**config.mk**
```make
export PLATFORM = sky130hd
export DESIGN_NAME = gate_bist_controller
export DESIGN_NICKNAME = d
export VERILOG_FILES = /design/src/rtl/gate_bist_controller.sv
export SDC_FILE = /design/constraint.sdc
export NUM_CORES = 1
export LEC_CHECK = 0
export CAP_MARGIN = 5
export CORE_MARGIN = 2
export CORE_UTILIZATION = 40
export CTS_BUF_LIST = sky130_fd_sc_hd__clkbuf_8
export CTS_CLUSTER_DIAMETER = 60
export DETAILED_ROUTE_END_ITERATION = 8
export DONT_BUFFER_PORTS = 1
export GPL_ROUTABILITY_DRIVEN = 1
export HOLD_SLACK_MARGIN = 0.12
export PLACE_DENSITY = 0.66
export SYNTH_ARGS = -nofsm -noshare
export SYNTH_HDL_FRONTEND = slang
export SYNTH_SLANG_ARGS = --single-unit
```
**constraint.sdc**
```tcl
create_clock -name clk -period 2.7 [get_ports clk]
set_input_delay 0.675 -clock clk [delete_from_list [all_inputs] [get_ports clk]]
set_output_delay 0.675 -clock clk [all_outputs]
set_load 0.01 [all_outputs]
```
**src/rtl/gate_bist_controller.sv**
```systemverilog
// gate_bist_controller
//
// Self-test sequencer for the two-input basic-gate stage (OR/AND/NOR/NAND/
// XOR/XNOR/NOT outputs A..G). It walks {x,y} through 00,01,10,11. Each
// vector is driven, allowed to settle for SETTLE_CYCLES cycles, and then the
// seven gate outputs are compared against a golden truth table. The block
// reports per-vector fail flags, an error count and a pass/done status.
//
// Timing: the edge that accepts start is E0. With all four vectors run,
// done is high 4*(SETTLE_CYCLES+2) edges after E0.
//
// Optional build macro: GATE_BIST_STOP_ON_FAIL_EN
//   Defined:   the first mismatching vector ends the pass straight away.
//   Undefined: all four vectors always run (default).
//
// Ports:
//   clk        in   system clock, rising edge
//   rst        in   asynchronous active-high reset
//   start      in   begin one pass; only sampled in IDLE
//   x_out      out  x input of the gate stage
//   y_out      out  y input of the gate stage
//   gate_in    in   [6:0] gate outputs {G,F,E,D,C,B,A}
//   busy       out  pass in progress (DRIVE/SETTLE/CHECK)
//   done       out  one-cycle pulse when a pass completes
//   pass       out  no vector failed; valid at done, held until next start
//   err_count  out  [2:0] number of failing vectors
//   fail_vec   out  [3:0] bit i set if vector {x,y}=i mismatched
module gate_bist_controller #(
  parameter int SETTLE_CYCLES = 2
) (
  input  logic       clk,
  input  logic       rst,
  input  logic       start,
  output logic       x_out,
  output logic       y_out,
  input  logic [6:0] gate_in,
  output logic       busy,
  output logic       done,
  output logic       pass,
  output logic [2:0] err_count,
  output logic [3:0] fail_vec
);

  typedef enum logic [2:0] {
    IDLE,
    DRIVE,
    SETTLE,
    CHECK,
    DONE
  } state_t;

  // The counter is loaded with SETTLE_CYCLES-1 and counts down to zero, so
  // SETTLE lasts exactly SETTLE_CYCLES cycles.
  localparam logic [3:0] SettleLoad = 4'(SETTLE_CYCLES - 1);

  state_t     state_q, state_d;
  logic [1:0] idx_q, idx_d;
  logic [3:0] cnt_q, cnt_d;
  logic       x_q, x_d;
  logic       y_q, y_d;
  logic       pass_q, pass_d;
  logic [2:0] err_q, err_d;
  logic [3:0] fail_q, fail_d;

  logic [6:0] expected;
  logic       mismatch;
  logic       vx, vy;

  // Golden truth table for the vector currently applied to the stage.
  always_comb begin
    vx       = idx_q[1];
    vy       = idx_q[0];
    expected = {~vx, ~(vx ^ vy), vx ^ vy, ~(vx & vy), ~(vx | vy), vx & vy, vx | vy};
    mismatch = (gate_in != expected);
  end

  always_comb begin
    state_d = state_q;
    idx_d   = idx_q;
    cnt_d   = cnt_q;
    x_d     = x_q;
    y_d     = y_q;
    pass_d  = pass_q;
    err_d   = err_q;
    fail_d  = fail_q;

    case (state_q)
      IDLE: begin
        if (start) begin
          err_d   = 3'd0;
          fail_d  = 4'd0;
          pass_d  = 1'b0;
          idx_d   = 2'd0;
          state_d = DRIVE;
        end
      end
      DRIVE: begin
        cnt_d   = SettleLoad;
        state_d = SETTLE;
      end
      SETTLE: begin
        if (cnt_q == 4'd0) begin
          state_d = CHECK;
        end else begin
          cnt_d = cnt_q - 4'd1;
        end
      end
      CHECK: begin
        if (mismatch) begin
          fail_d[idx_q] = 1'b1;
          err_d         = err_q + 3'd1;
        end
`ifdef GATE_BIST_STOP_ON_FAIL_EN
        if (mismatch || idx_q == 2'd3) begin
`else
        if (idx_q == 2'd3) begin
`endif
          state_d = DONE;
        end else begin
          idx_d   = idx_q + 2'd1;
          state_d = DRIVE;
        end
        // pass is decided from the count including this final check.
        if (state_d == DONE) begin
          pass_d = (err_d == 3'd0);
        end
      end
      DONE: begin
        state_d = IDLE;
      end
      default: begin
        state_d = IDLE;
      end
    endcase

    // The stage inputs are updated on the edge that enters DRIVE, so the new
    // vector is stable through DRIVE, SETTLE and CHECK.
    if (state_d == DRIVE) begin
      x_d = idx_d[1];
      y_d = idx_d[0];
    end
  end

  always_ff @(posedge clk or posedge rst) begin
    if (rst) begin
      state_q <= IDLE;
      idx_q   <= 2'd0;
      cnt_q   <= 4'd0;
      x_q     <= 1'b0;
      y_q     <= 1'b0;
      pass_q  <= 1'b0;
      err_q   <= 3'd0;
      fail_q  <= 4'd0;
    end else begin
      state_q <= state_d;
      idx_q   <= idx_d;
      cnt_q   <= cnt_d;
      x_q     <= x_d;
      y_q     <= y_d;
      pass_q  <= pass_d;
      err_q   <= err_d;
      fail_q  <= fail_d;
    end
  end

  assign x_out     = x_q;
  assign y_out     = y_q;
  assign busy      = (state_q == DRIVE) || (state_q == SETTLE) || (state_q == CHECK);
  assign done      = (state_q == DONE);
  assign pass      = pass_q;
  assign err_count = err_q;
  assign fail_vec  = fail_q;

endmodule

```
==> Yosys cells after proc, flatten, opt, wreduce, memory -nomap -nowiden <==
Index checks and enable logic that the tools add are counted.
{ "word_totals": {"regBits": 19, "input_bits": 10, "output_inout_bits": 12, "elab_cells": 67} }
{ "op_classes": {"add_sub_neg": 3, "order_cmp": 2, "n_eq_ne": 12, "mux": 22, "bitwise_logic": 8, "n_reduce_logical": 12} }
{ "ops": {"columns": ["op", "count"], "rows": [
  ["two-way mux 3 bit", 7],
  ["one-hot mux 4 bit (2 select lines)", 2],
  ["two-way mux 4 bit", 3],
  ["one-hot mux 3 bit (4 select lines)", 1],
  ["!= test 2 bit, second input constant", 4],
  ["!= test 7 bit", 1],
  ["== test 3 x 1 -> 1 bit, second input constant", 2],
  ["== test 3 x 2 -> 1 bit, second input constant", 2],
  ["== test 3 bit, second input constant", 2],
  ["zero test 3 bit", 2],
  ["one-hot mux 3 bit (2 select lines)", 1],
  ["AND reduction 3 bit", 2],
  ["zero test 4 bit", 1],
  ["two-way mux 2 bit", 2],
  ["NOT 1 bit", 4],
  ["bitwise OR 4 bit", 1],
  ["one-hot mux 2 bit (2 select lines)", 1],
  ["AND reduction 2 bit", 2],
  ["nonzero test 2 bit", 2],
  ["subtractor 4 x 1 -> 4 bit, second input constant", 1],
  ["adder 3 x 1 -> 3 bit, second input constant", 1],
  ["less-than comparator 2 x 3 -> 1 bit, second input constant", 1],
  ["two-way mux 1 bit", 3],
  ["adder 2 x 1 -> 2 bit, second input constant", 1],
  ["other kinds (9)", 10]
]} }

==> Depth between registers and ports, before layout <==
Gate-level depths: netlist (run 1).
{ "depth": {"depth_word": 8, "depth_mapped": 7, "depth_no_buf": 7} }

==> Worst setup path before layout (run 1) <==
No wires, ideal clock.
{ "synth_path": {"path_type": "flip-flop to flip-flop", "start": "register idx_q[1]", "end": "register fail_q[0], in the netlist fail_vec[0]", "setup_ns": 0.121, "t_arrival_ns": 1.839, "required_ns": 2.579, "path_slack_ns": 0.740, "path_stages_with_launch": 8, "n_path_buf": 0, "synth_period_minus_slack_ns": 1.960, "path_cell_list": "dfrtp_1 -> inv_1 -> ha_1 -> and3b_1 -> a21oi_1 -> nor4_2 -> nor2_1 -> a22o_1"} }
{ "synth_via": {"elab_chain_len": 7, "elab_cells_between_ends": 18, "classes_between": "order compare: 2; eq/ne: 2; mux: 4; bitwise: 8; reduce/logical: 2"} }
{ "synth_lines": {"columns": ["element", "line", "rtl"], "rows": [
  ["from (decl)", "57", "logic [1:0] idx_q, idx_d;"],
  ["from (signal assigned)", "156", "idx_q <= idx_d;"],
  ["less-than comparator 2 x 3 -> 1 bit (implied by the code) / >= comparator 2 x 1 -> 1 bit (equally long branches)", "110", "fail_d[idx_q] = 1'b1;"],
  ["logical AND 1 bit (implied by the code)", "110", null],
  ["two-way mux 1 bit (implied by the code)", "110", null],
  ["demux 1 bit (select 2 bit)", "110", null],
  ["bitwise OR 4 bit (no line)", null, null],
  ["two-way mux 4 bit", "109", "if (mismatch) begin"],
  ["one-hot mux 4 bit (2 select lines)", "87", "case (state_q)"],
  ["to (signal assigned)", "162", "fail_q <= fail_d;"],
  ["to (decl)", "63", "logic [3:0] fail_q, fail_d;"]
]} }
Parallel ways exist; a longest one is shown, timed or not. The select of a mux whose other input is x is not followed.
A chain may end at the register's enable or synchronous reset.

==> Final worst setup path (run 1) <==
{ "layout_path": {"start": "register idx_q[1]", "end": "register fail_q[1], in the netlist fail_vec[1]"} }
Same word-level chain as after synthesis.

==> results.sh, run 1 <==
export IMPL_status="finished clean"
export IMPL_core_area_um2=2690
export IMPL_fin_setup_tns_ps=0
export IMPL_initial_core_util_pct=40.9
export IMPL_met3_length_um=126
export IMPL_wl_met2_um=978
export IMPL_path_cells="inv_1, ha_1, and3b_1, a21oi_1, nor4_2, nor2_1, a22o_1"
export IMPL_clock_sinks=19
export IMPL_gp_congestion=0.724
export IMPL_timing_fmax_mhz=446
export IMPL_grt_usage_pct=14.3
export IMPL_tightest_slew_ps=731
export IMPL_met1_length_um=901
export IMPL_antenna_found_initial=0
export IMPL_dr_pass1_iters=4
export IMPL_instances_no_fill=144
export IMPL_synth_area_um2=1100
export IMPL_worstReg2RegStart="idx_q[1]"
export IMPL_vias=783
export IMPL_via_per_inst=5.44
export IMPL_antenna_cells=0
export IMPL_startpoint_type="flip-flop"
export IMPL_dp_hpwl_um=1550
export IMPL_comb_power_share_pct=39.7
export IMPL_power_density_nw_per_um2=1070
export IMPL_ant_nets=0
export IMPL_drc=0
export IMPL_critPathSlowestCell="nor4_2"
export IMPL_area_delta_synth_final_pct=5.23
export IMPL_path_clk_slew_ps=70
export IMPL_synth_cells=112
export IMPL_setup_viol=0
export IMPL_netSwitchingPower_uw=517
export IMPL_p_leak_uw=0.000535
export IMPL_top_layer_used="met4"
export IMPL_cp_arrival_ps=2380
export IMPL_r2r_end="fail_vec[1]"
export IMPL_io_pins=22
export IMPL_htreeDepth=1
export IMPL_yosysWarnings=0
export IMPL_wl_per_cell_um=14.0
export IMPL_max_stage_delay_ps=590
export IMPL_ys_ff_latch=19
export IMPL_synth_top_area_share_pct=43.2
export IMPL_worstHoldPathType="in -> async"
export IMPL_drive_above_1_share_pct=7.08
export IMPL_rsz0062_at_grt="false"
export IMPL_place_inst=140
export IMPL_cts_resized=0
export IMPL_cts_tree="yes"
export IMPL_worstSetupPathType="reg -> reg"
export IMPL_postCtsHoldBufs=0
export IMPL_drt_initial_drc_count=22
export IMPL_reg2reg_slack_ps=460
export IMPL_num_rows=19
export IMPL_cts_buffer_depth=2
export IMPL_grt_max_degree=20
export IMPL_cts_buffers=3
export IMPL_synth_top_area_cell="dfrtp_1"
export IMPL_worstPathMaxFanout=7
export IMPL_finClkSkew_ps=4.87
export IMPL_reg2reg_depth=7
export IMPL_intPower_uw=727
export IMPL_grt_overflow_total=0
export IMPL_grt_pass1_wl_um=3480
export IMPL_final_common_cell="dfrtp_1"
export IMPL_critPathCaptureType="flip-flop"
export IMPL_syn_avg_cell_area_um2=9.82
export IMPL_critical_path_top_delay_family="simple AND/OR/NAND/NOR gates"
export IMPL_mostFrequentLayoutCells="dfrtp_1 (19), nor2_1 (14), inv_1 (12), ha_1 (8), nand2_1 (7)"
export IMPL_required_ps=2840
export IMPL_die_area_um2=3180
export IMPL_die_width_um=56.4
export IMPL_cts_root_buf="clkbuf_8"
export IMPL_maxSlewHeadroom_pct=51.2
export IMPL_slew_violations=0
export IMPL_crit_buf_inv=1
export IMPL_period_share_pct=83.0
export IMPL_fp_dieH_um=56.4
export IMPL_finalHoldViolations=0
export IMPL_clock_latency_ps=260
export IMPL_grt_pass1_vias=772
export IMPL_routed_wl_um=2020
export IMPL_final_cell_area_um2=1160
export IMPL_cts_setup_buffers=0
export IMPL_yosysSeqAreaShare_pct=43.2
export IMPL_p_total_uw=1240
export IMPL_period_needed_ps=2240
export IMPL_pwr_share_clk_pct=15.8
export IMPL_num_nets_final=132
export IMPL_postPlaceCellArea_um2=1110
export IMPL_p_sw_share_pct=41.5
export IMPL_syn_num_nets=130
export IMPL_yosys_top_cells_area="dfrtp_1 (43%), ha_1 (9.1%), nor2_1 (4.8%), inv_1 (3.8%), a22o_1 (3.2%)"
export IMPL_peakVddDrop_mv=0.516
export IMPL_synth_distinct_cells=33
export IMPL_port_buffers=0
export IMPL_seq_power_share_pct=44.5
export IMPL_cap_violations=0
## worst register-to-register path: cells and delay by family, from the launching register on
kind,cells,cell delay [ps]
AOI/OAI and AO/OA,2,330
adders and majority gates,1,300
buffers and inverters,1,110
DFF,1,430
and+or+nand+nor,3,970
## power groups by stage
stage                     sequential, uW  clock, uW  combinational (uW)
after floorplan                      504          0                 468
after global placement               555          0                 482
after detailed placement             559          0                 500
after CTS                            555        205                 502
after global routing                 576        218                 571
final                                554        196                 493
## per-stage QoR
step	util [%]	hold WS (ps)	setup WS, ps
floorplan	-	502	740
global placement	41.4	526	592
detailed placement	41.4	535	454
CTS	43.1	447	440
global route	43.1	493	228
finish	43.1	424	460
## worst max path at each step
| stage | start | cells past startpoint | endpoint | slack [ps] |
|---|---|---|---|---|
| after global routing | idx_q[1] | 7 | fail_vec[1] | 230 |
| after detailed placement | idx_q[1] | 7 | fail_vec[1] | 450 |
| after global placement | idx_q[1] | 7 | fail_vec[1] | 590 |
| after floorplan | idx_q[1] | 7 | fail_vec[0] | 740 |
| after CTS | idx_q[1] | 7 | fail_vec[1] | 440 |
| final | idx_q[1] | 7 | fail_vec[1] | 460 |
## registers in the layout, summed over array words and instances, names as in the netlist
name / cells
cnt_q: 4
fail_vec: 4
err_count: 3
state_q: 3
idx_q: 2
pass: 1
x_out: 1
y_out: 1
## cell type report
| cell class | count | area [um^2] |
|---|---|---|
| Clock buffer | 3 | 41.3 |
| Clock inverter | 1 | 3.75 |
| Fill cell | 259 | 1530 |
| Inverter | 11 | 41.3 |
| Multi-Input combinational cell | 79 | 557 |
| Sequential cell | 19 | 475 |
| Tap cell | 31 | 38.8 |
## synthesized netlist by cell type, drive strengths merged
master	instances
nor2	14
o21ai	5
o32a	1
nor4	1
nand3	3
or3b	2
dfrtp	19
buf	2
o31ai	1
o2111ai	1
nand2	7
mux2i	3
or3	1
and3b	2
nor2b	4
clkbuf	1
o2bb2ai	1
xor2	1
xnor2	3
nand4b	1
a22o	4
and2	2
nor3	1
ha	8
nor3b	3
a21oi	6
or4b	1
or4	2
inv	11
a31oi	1
## metal layers
metal | up-vias | GRT usage (%)
met5 | - | 0
met4 | 0 | 6.12
met3 | 2 | 4.84
met2 | 16 | 22.8
met1 | 379 | 17.4
li1 | 386 | -
## cells by family after synthesis
| group | count (synthesis) | synth area share, % |
|---|---|---|
| AOI/OAI and AO/OA | 20 | 11.9 |
| xor gates and xnor gates | 4 | 3.19 |
| adders and majority gates | 8 | 9.10 |
| buffers and inverters | 14 | 6.14 |
| DFF | 19 | 43.2 |
| muxes | 3 | 2.73 |
| and+or+nand+nor | 44 | 23.7 |
Power figures use the tool's default switching activity.
==> run 2: changes to the inputs <==
PLACE_DENSITY = 0.68   (was 0.66)
clock period = 2 ns   (was 2.7 ns; I/O delays follow)
==> results.sh, run 2 (same netlist as run 1, synthesis figures left out) <==
export IMPL_required_ps=2130
export IMPL_path_clk_slew_ps=70
export IMPL_p_leak_uw=0.000580
export IMPL_initial_core_util_pct=40.9
export IMPL_grt_max_degree=20
export IMPL_cts_root_buf="clkbuf_8"
export IMPL_wl_per_cell_um=13.0
export IMPL_grt_pass1_vias=760
export IMPL_final_common_cell="dfrtp_1"
export IMPL_fin_hold_ws_ps=249
export IMPL_p_sw_share_pct=40.0
export IMPL_fp_dieH_um=56.4
export IMPL_gp_congestion=0.773
export IMPL_drc=0
export IMPL_port_buffers=0
export IMPL_num_nets_final=141
export IMPL_mostFrequentLayoutCells="dfrtp_1 (19), nor2_1 (14), inv_1 (9), buf_4 (9)"
export IMPL_critPathSlowestCell="or3b_4"
export IMPL_final_cell_area_um2=1240
export IMPL_htreeDepth=1
export IMPL_antenna_cells=0
export IMPL_grt_pass1_wl_um=3350
export IMPL_period_needed_ps=1910
export IMPL_cp_arrival_ps=2040
export IMPL_comb_power_share_pct=45.5
export IMPL_grt_usage_pct=13.4
export IMPL_worstHoldPathType="in -> async"
export IMPL_area_delta_synth_final_pct=13.2
export IMPL_postPlaceCellArea_um2=1160
export IMPL_critPathCaptureType="flip-flop"
export IMPL_routed_wl_um=1990
export IMPL_core_area_um2=2690
export IMPL_worstSetupPathType="reg -> reg"
export IMPL_die_area_um2=3180
export IMPL_clock_sinks=19
export IMPL_drive_above_1_share_pct=18.9
export IMPL_p_total_uw=1800
export IMPL_antenna_found_initial=0
export IMPL_cts_tree="yes"
export IMPL_slew_violations=0
export IMPL_postCtsHoldBufs=0
export IMPL_grt_overflow_total=0
export IMPL_worstPathMaxFanout=5
export IMPL_maxSlewHeadroom_pct=52.0
export IMPL_intPower_uw=1080
export IMPL_fin_setup_tns_ps=0
export IMPL_startpoint_type="flip-flop"
export IMPL_path_cells="inv_2, ha_2, nor3b_4, or3b_4, or4_4, xor2_1, nor2_1"
export IMPL_cts_buffer_depth=2
export IMPL_tightest_slew_ps=719
export IMPL_dr_pass1_iters=2
export IMPL_cts_buffers=3
export IMPL_die_width_um=56.4
export IMPL_seq_power_share_pct=39.8
export IMPL_period_share_pct=95.7
export IMPL_vias=787
export IMPL_finalHoldViolations=0
export IMPL_clock_latency_ps=250
export IMPL_num_rows=19
export IMPL_dp_hpwl_um=1500
export IMPL_final_util_pct=46.3
export IMPL_setup_viol=0
export IMPL_pwr_share_clk_pct=14.7
export IMPL_reg2reg_depth=7
export IMPL_status="finished clean"
export IMPL_drt_initial_drc_count=10
export IMPL_power_density_nw_per_um2=1450
export IMPL_ant_nets=0
export IMPL_netSwitchingPower_uw=721
export IMPL_max_stage_delay_ps=420
export IMPL_peakVddDrop_mv=0.668
export IMPL_finClkSkew_ps=3.83
export IMPL_cap_violations=0
export IMPL_timing_fmax_mhz=523
export IMPL_via_per_inst=5.14
export IMPL_rsz0062_at_grt="false"
export IMPL_io_pins=22
[run 2: cell count changes in the layout (fill, tap and decap cells not counted)]
cell	delta
nor3b_2	+1
buf_4	+9
inv_2	+2
nor3b_4	+1
nor3b_1	-2
inv_1	-3
ha_2	+1
clkinv_2	+1
ha_1	-1
[run 2: area by class of cell]
| class | instances | area [um^2] |
|---|---|---|
| Inverter | 11 | 41.3 |
| Fill cell | 267 | 1440 |
| Clock buffer | 3 | 41.3 |
| Tap cell | 31 | 38.8 |
| Timing Repair Buffer | 9 | 67.6 |
| Clock inverter | 1 | 5.00 |
| Multi-Input combinational cell | 79 | 576 |
| Sequential cell | 19 | 475 |
[run 2: power by group through the flow]
| stage | logic (uW) | registers [uW] | clock network, uW |
|---|---|---|---|
| 3_3_place_gp | 738 | 713 | 0 |
| 2_1_floorplan | 632 | 681 | 0 |
| 6_report | 819 | 717 | 265 |
| 4_1_cts | 761 | 711 | 271 |
| 3_5_place_dp | 759 | 716 | 0 |
| 5_1_grt | 941 | 739 | 283 |
[run 2: repair_timing]
| action | CTS | global route |
|---|---|---|
| gates resized for setup | 0 | 6 |
| endpoints found under the setup margin | 0 | 9 |
| buffers inserted | 0 | 3 |
[run 2: metrics by stage]
step,instances,setup slack (ps)
after floorplan,112,40.1
after global placement,146,108
after detailed placement,146,83.6
after CTS,150,73.5
after global routing,153,0.315
final,153,86.8
[run 2: metal layers]
layer	vias to the layer above	routed length (um)	GRT usage, %
met2	18	957	21.8
met3	2	120	3.46
met1	363	894	17.2
met5	-	0	0
li1	404	-	-
met4	0	19	5.10
[run 2: worst max-delay path: cells and delay by family (launching register included)]
| family | cells | cell delay [ps] |
|---|---|---|
| adder cells (fa/ha/maj) | 1 | 170 |
| buffers and inverters | 1 | 60 |
| flip-flops | 1 | 380 |
| AND/OR/NAND/NOR | 4 | 1040 |
| XOR/XNOR | 1 | 140 |
[run 2: path summary, 6_finish.rpt]
check                            startpoint     endpoint  slack [ps]
min in group clk                      start   state_q[0]         530
max in group asynchronous               rst   state_q[1]        1300
worst max-delay path               cnt_q[0]     cnt_q[3]          90
worst min-delay path                    rst  fail_vec[1]         250
worst min register to register  fail_vec[1]  fail_vec[1]         580
worst max register to register     cnt_q[0]     cnt_q[3]          90
==> run 3: changes to the inputs <==
CORE_MARGIN = 3   (was 2)
CORE_UTILIZATION = 58   (was 40)
PLACE_DENSITY = 0.88   (was 0.68)
==> results.sh, run 3 (same netlist as run 1, synthesis figures left out) <==
export IMPL_antenna_found_initial=0
export IMPL_cts_buffer_depth=2
export IMPL_p_sw_share_pct=41.3
export IMPL_die_area_um2=2450
export IMPL_num_nets_final=137
export IMPL_wl_per_cell_um=14.4
export IMPL_grt_max_degree=20
export IMPL_postPlaceCellArea_um2=1130
export IMPL_timing_fmax_mhz=527
export IMPL_core_area_um2=1760
export IMPL_port_buffers=0
export IMPL_dp_worst_setup_slack_ps=80.7
export IMPL_period_share_pct=94.9
export IMPL_dp_hpwl_um=1420
export IMPL_critPathCaptureType="flip-flop"
export IMPL_io_pins=22
export IMPL_p_leak_uw=0.000557
export IMPL_mostFrequentLayoutCells="dfrtp_1 (18), nor2_1 (14), inv_1 (11), nand2_1 (7), ha_1 (6)"
export IMPL_peakVddDrop_mv=0.868
export IMPL_cp_arrival_ps=2100
export IMPL_cts_buffers=3
export IMPL_antenna_cells=0
export IMPL_clock_sinks=19
export IMPL_finalHoldViolations=0
export IMPL_place_inst=137
export IMPL_area_delta_synth_final_pct=10.1
export IMPL_cap_violations=0
export IMPL_fin_hold_ws_ps=231
export IMPL_worstHoldPathType="in -> async"
export IMPL_netSwitchingPower_uw=733
export IMPL_ant_nets=0
export IMPL_drt_initial_drc_count=18
export IMPL_p_total_uw=1780
export IMPL_reg2reg_depth=8
export IMPL_seq_area_um2=477
export IMPL_seq_power_share_pct=41.4
export IMPL_postCtsHoldBufs=0
export IMPL_comb_power_share_pct=43.2
export IMPL_required_ps=2200
export IMPL_gp_congestion=0.797
export IMPL_fin_ws_ps=101
export IMPL_grt_overflow_total=0
export IMPL_via_per_inst=5.66
export IMPL_grt_pass1_vias=730
export IMPL_initial_core_util_pct=62.3
export IMPL_fp_dieH_um=49.5
export IMPL_pwr_share_clk_pct=15.4
export IMPL_maxSlewHeadroom_pct=53.2
export IMPL_grt_pass1_wl_um=3270
export IMPL_instances_no_fill=143
export IMPL_drive_above_1_share_pct=16.9
export IMPL_path_clk_slew_ps=70
export IMPL_htreeDepth=1
export IMPL_finClkSkew_ps=2.01
export IMPL_slew_violations=0
export IMPL_grt_usage_pct=17.6
export IMPL_tightest_slew_ps=701
export IMPL_cts_root_buf="clkbuf_8"
export IMPL_die_width_um=49.5
export IMPL_clock_latency_ps=260
export IMPL_multi_input_area_um2=578
export IMPL_drc=0
export IMPL_fillCellCount=155
export IMPL_final_cell_area_um2=1210
export IMPL_vias=809
export IMPL_period_needed_ps=1900
export IMPL_power_density_nw_per_um2=1470
export IMPL_setup_viol=0
export IMPL_routed_wl_um=2060
export IMPL_final_common_cell="dfrtp_1"
export IMPL_dr_pass1_iters=5
export IMPL_startpoint_type="flip-flop"
export IMPL_cts_tree="yes"
export IMPL_worstSetupPathType="reg -> reg"
export IMPL_status="finished clean"
export IMPL_intPower_uw=1040
export IMPL_worstPathMaxFanout=6
export IMPL_num_rows=15
run 3: worst paths after layout:
path	from	to	slack (ps)
hold / removal	rst	cnt_q[0]	230
setup / recovery	idx_q[0]	err_count[2]	100
min in group clk	start	state_q[0]	510
max in group asynchronous	rst	idx_q[1]	1280
hold reg to reg	idx_q[0]	idx_q[0]	560
setup reg to reg	idx_q[0]	err_count[2]	100
run 3: worst max-delay path: stages (launching register included):
cell and delay, ps:
dfrtp_1 410, inv_1 100, ha_1 310, and3b_1 200
a21oi_2 130, nor4_2 60, buf_4 160, or4_1 390
nand3_1 90
run 3: timing repair:
| action | in CTS | in global routing |
|---|---|---|
| resized for setup | 0 | 6 |
| buffers inserted | 0 | 2 |
| endpoints found under the setup margin | 0 | 8 |
run 3: final cells by class:
cell class | count | share of cell area [%]
Multi-Input combinational cell | 79 | 47.7
Sequential cell | 19 | 39.4
Clock buffer | 3 | 3.41
Inverter | 11 | 3.41
Timing Repair Buffer | 5 | 3.10
Tap cell | 25 | 2.58
Clock inverter | 1 | 0.413
run 3: routing by layer:
layer / GRT usage [%] / wire, um / up-vias
li1: - / - / 395
met1: 21.9 / 855 / 387
met2: 27.3 / 1060 / 21
met3: 7.55 / 123 / 6
met4: 5.53 / 21 / 0
met5: 0 / 0 / -
run 3: through the flow:
stage	util [%]	TNS, ps
floorplan	-	0
CTS	66.5	0
global route	68.7	-23.4
detailed placement	63.9	0
global placement	63.9	0
finish	68.7	0
run 3: power by group through the flow:
stage / clock network [uW] / logic (uW) / registers (uW)
after floorplan: 0 / 632 / 681
after global placement: 0 / 674 / 731
final: 273 / 768 / 735
after CTS: 276 / 707 / 733
after global routing: 298 / 861 / 761
after detailed placement: 0 / 705 / 740
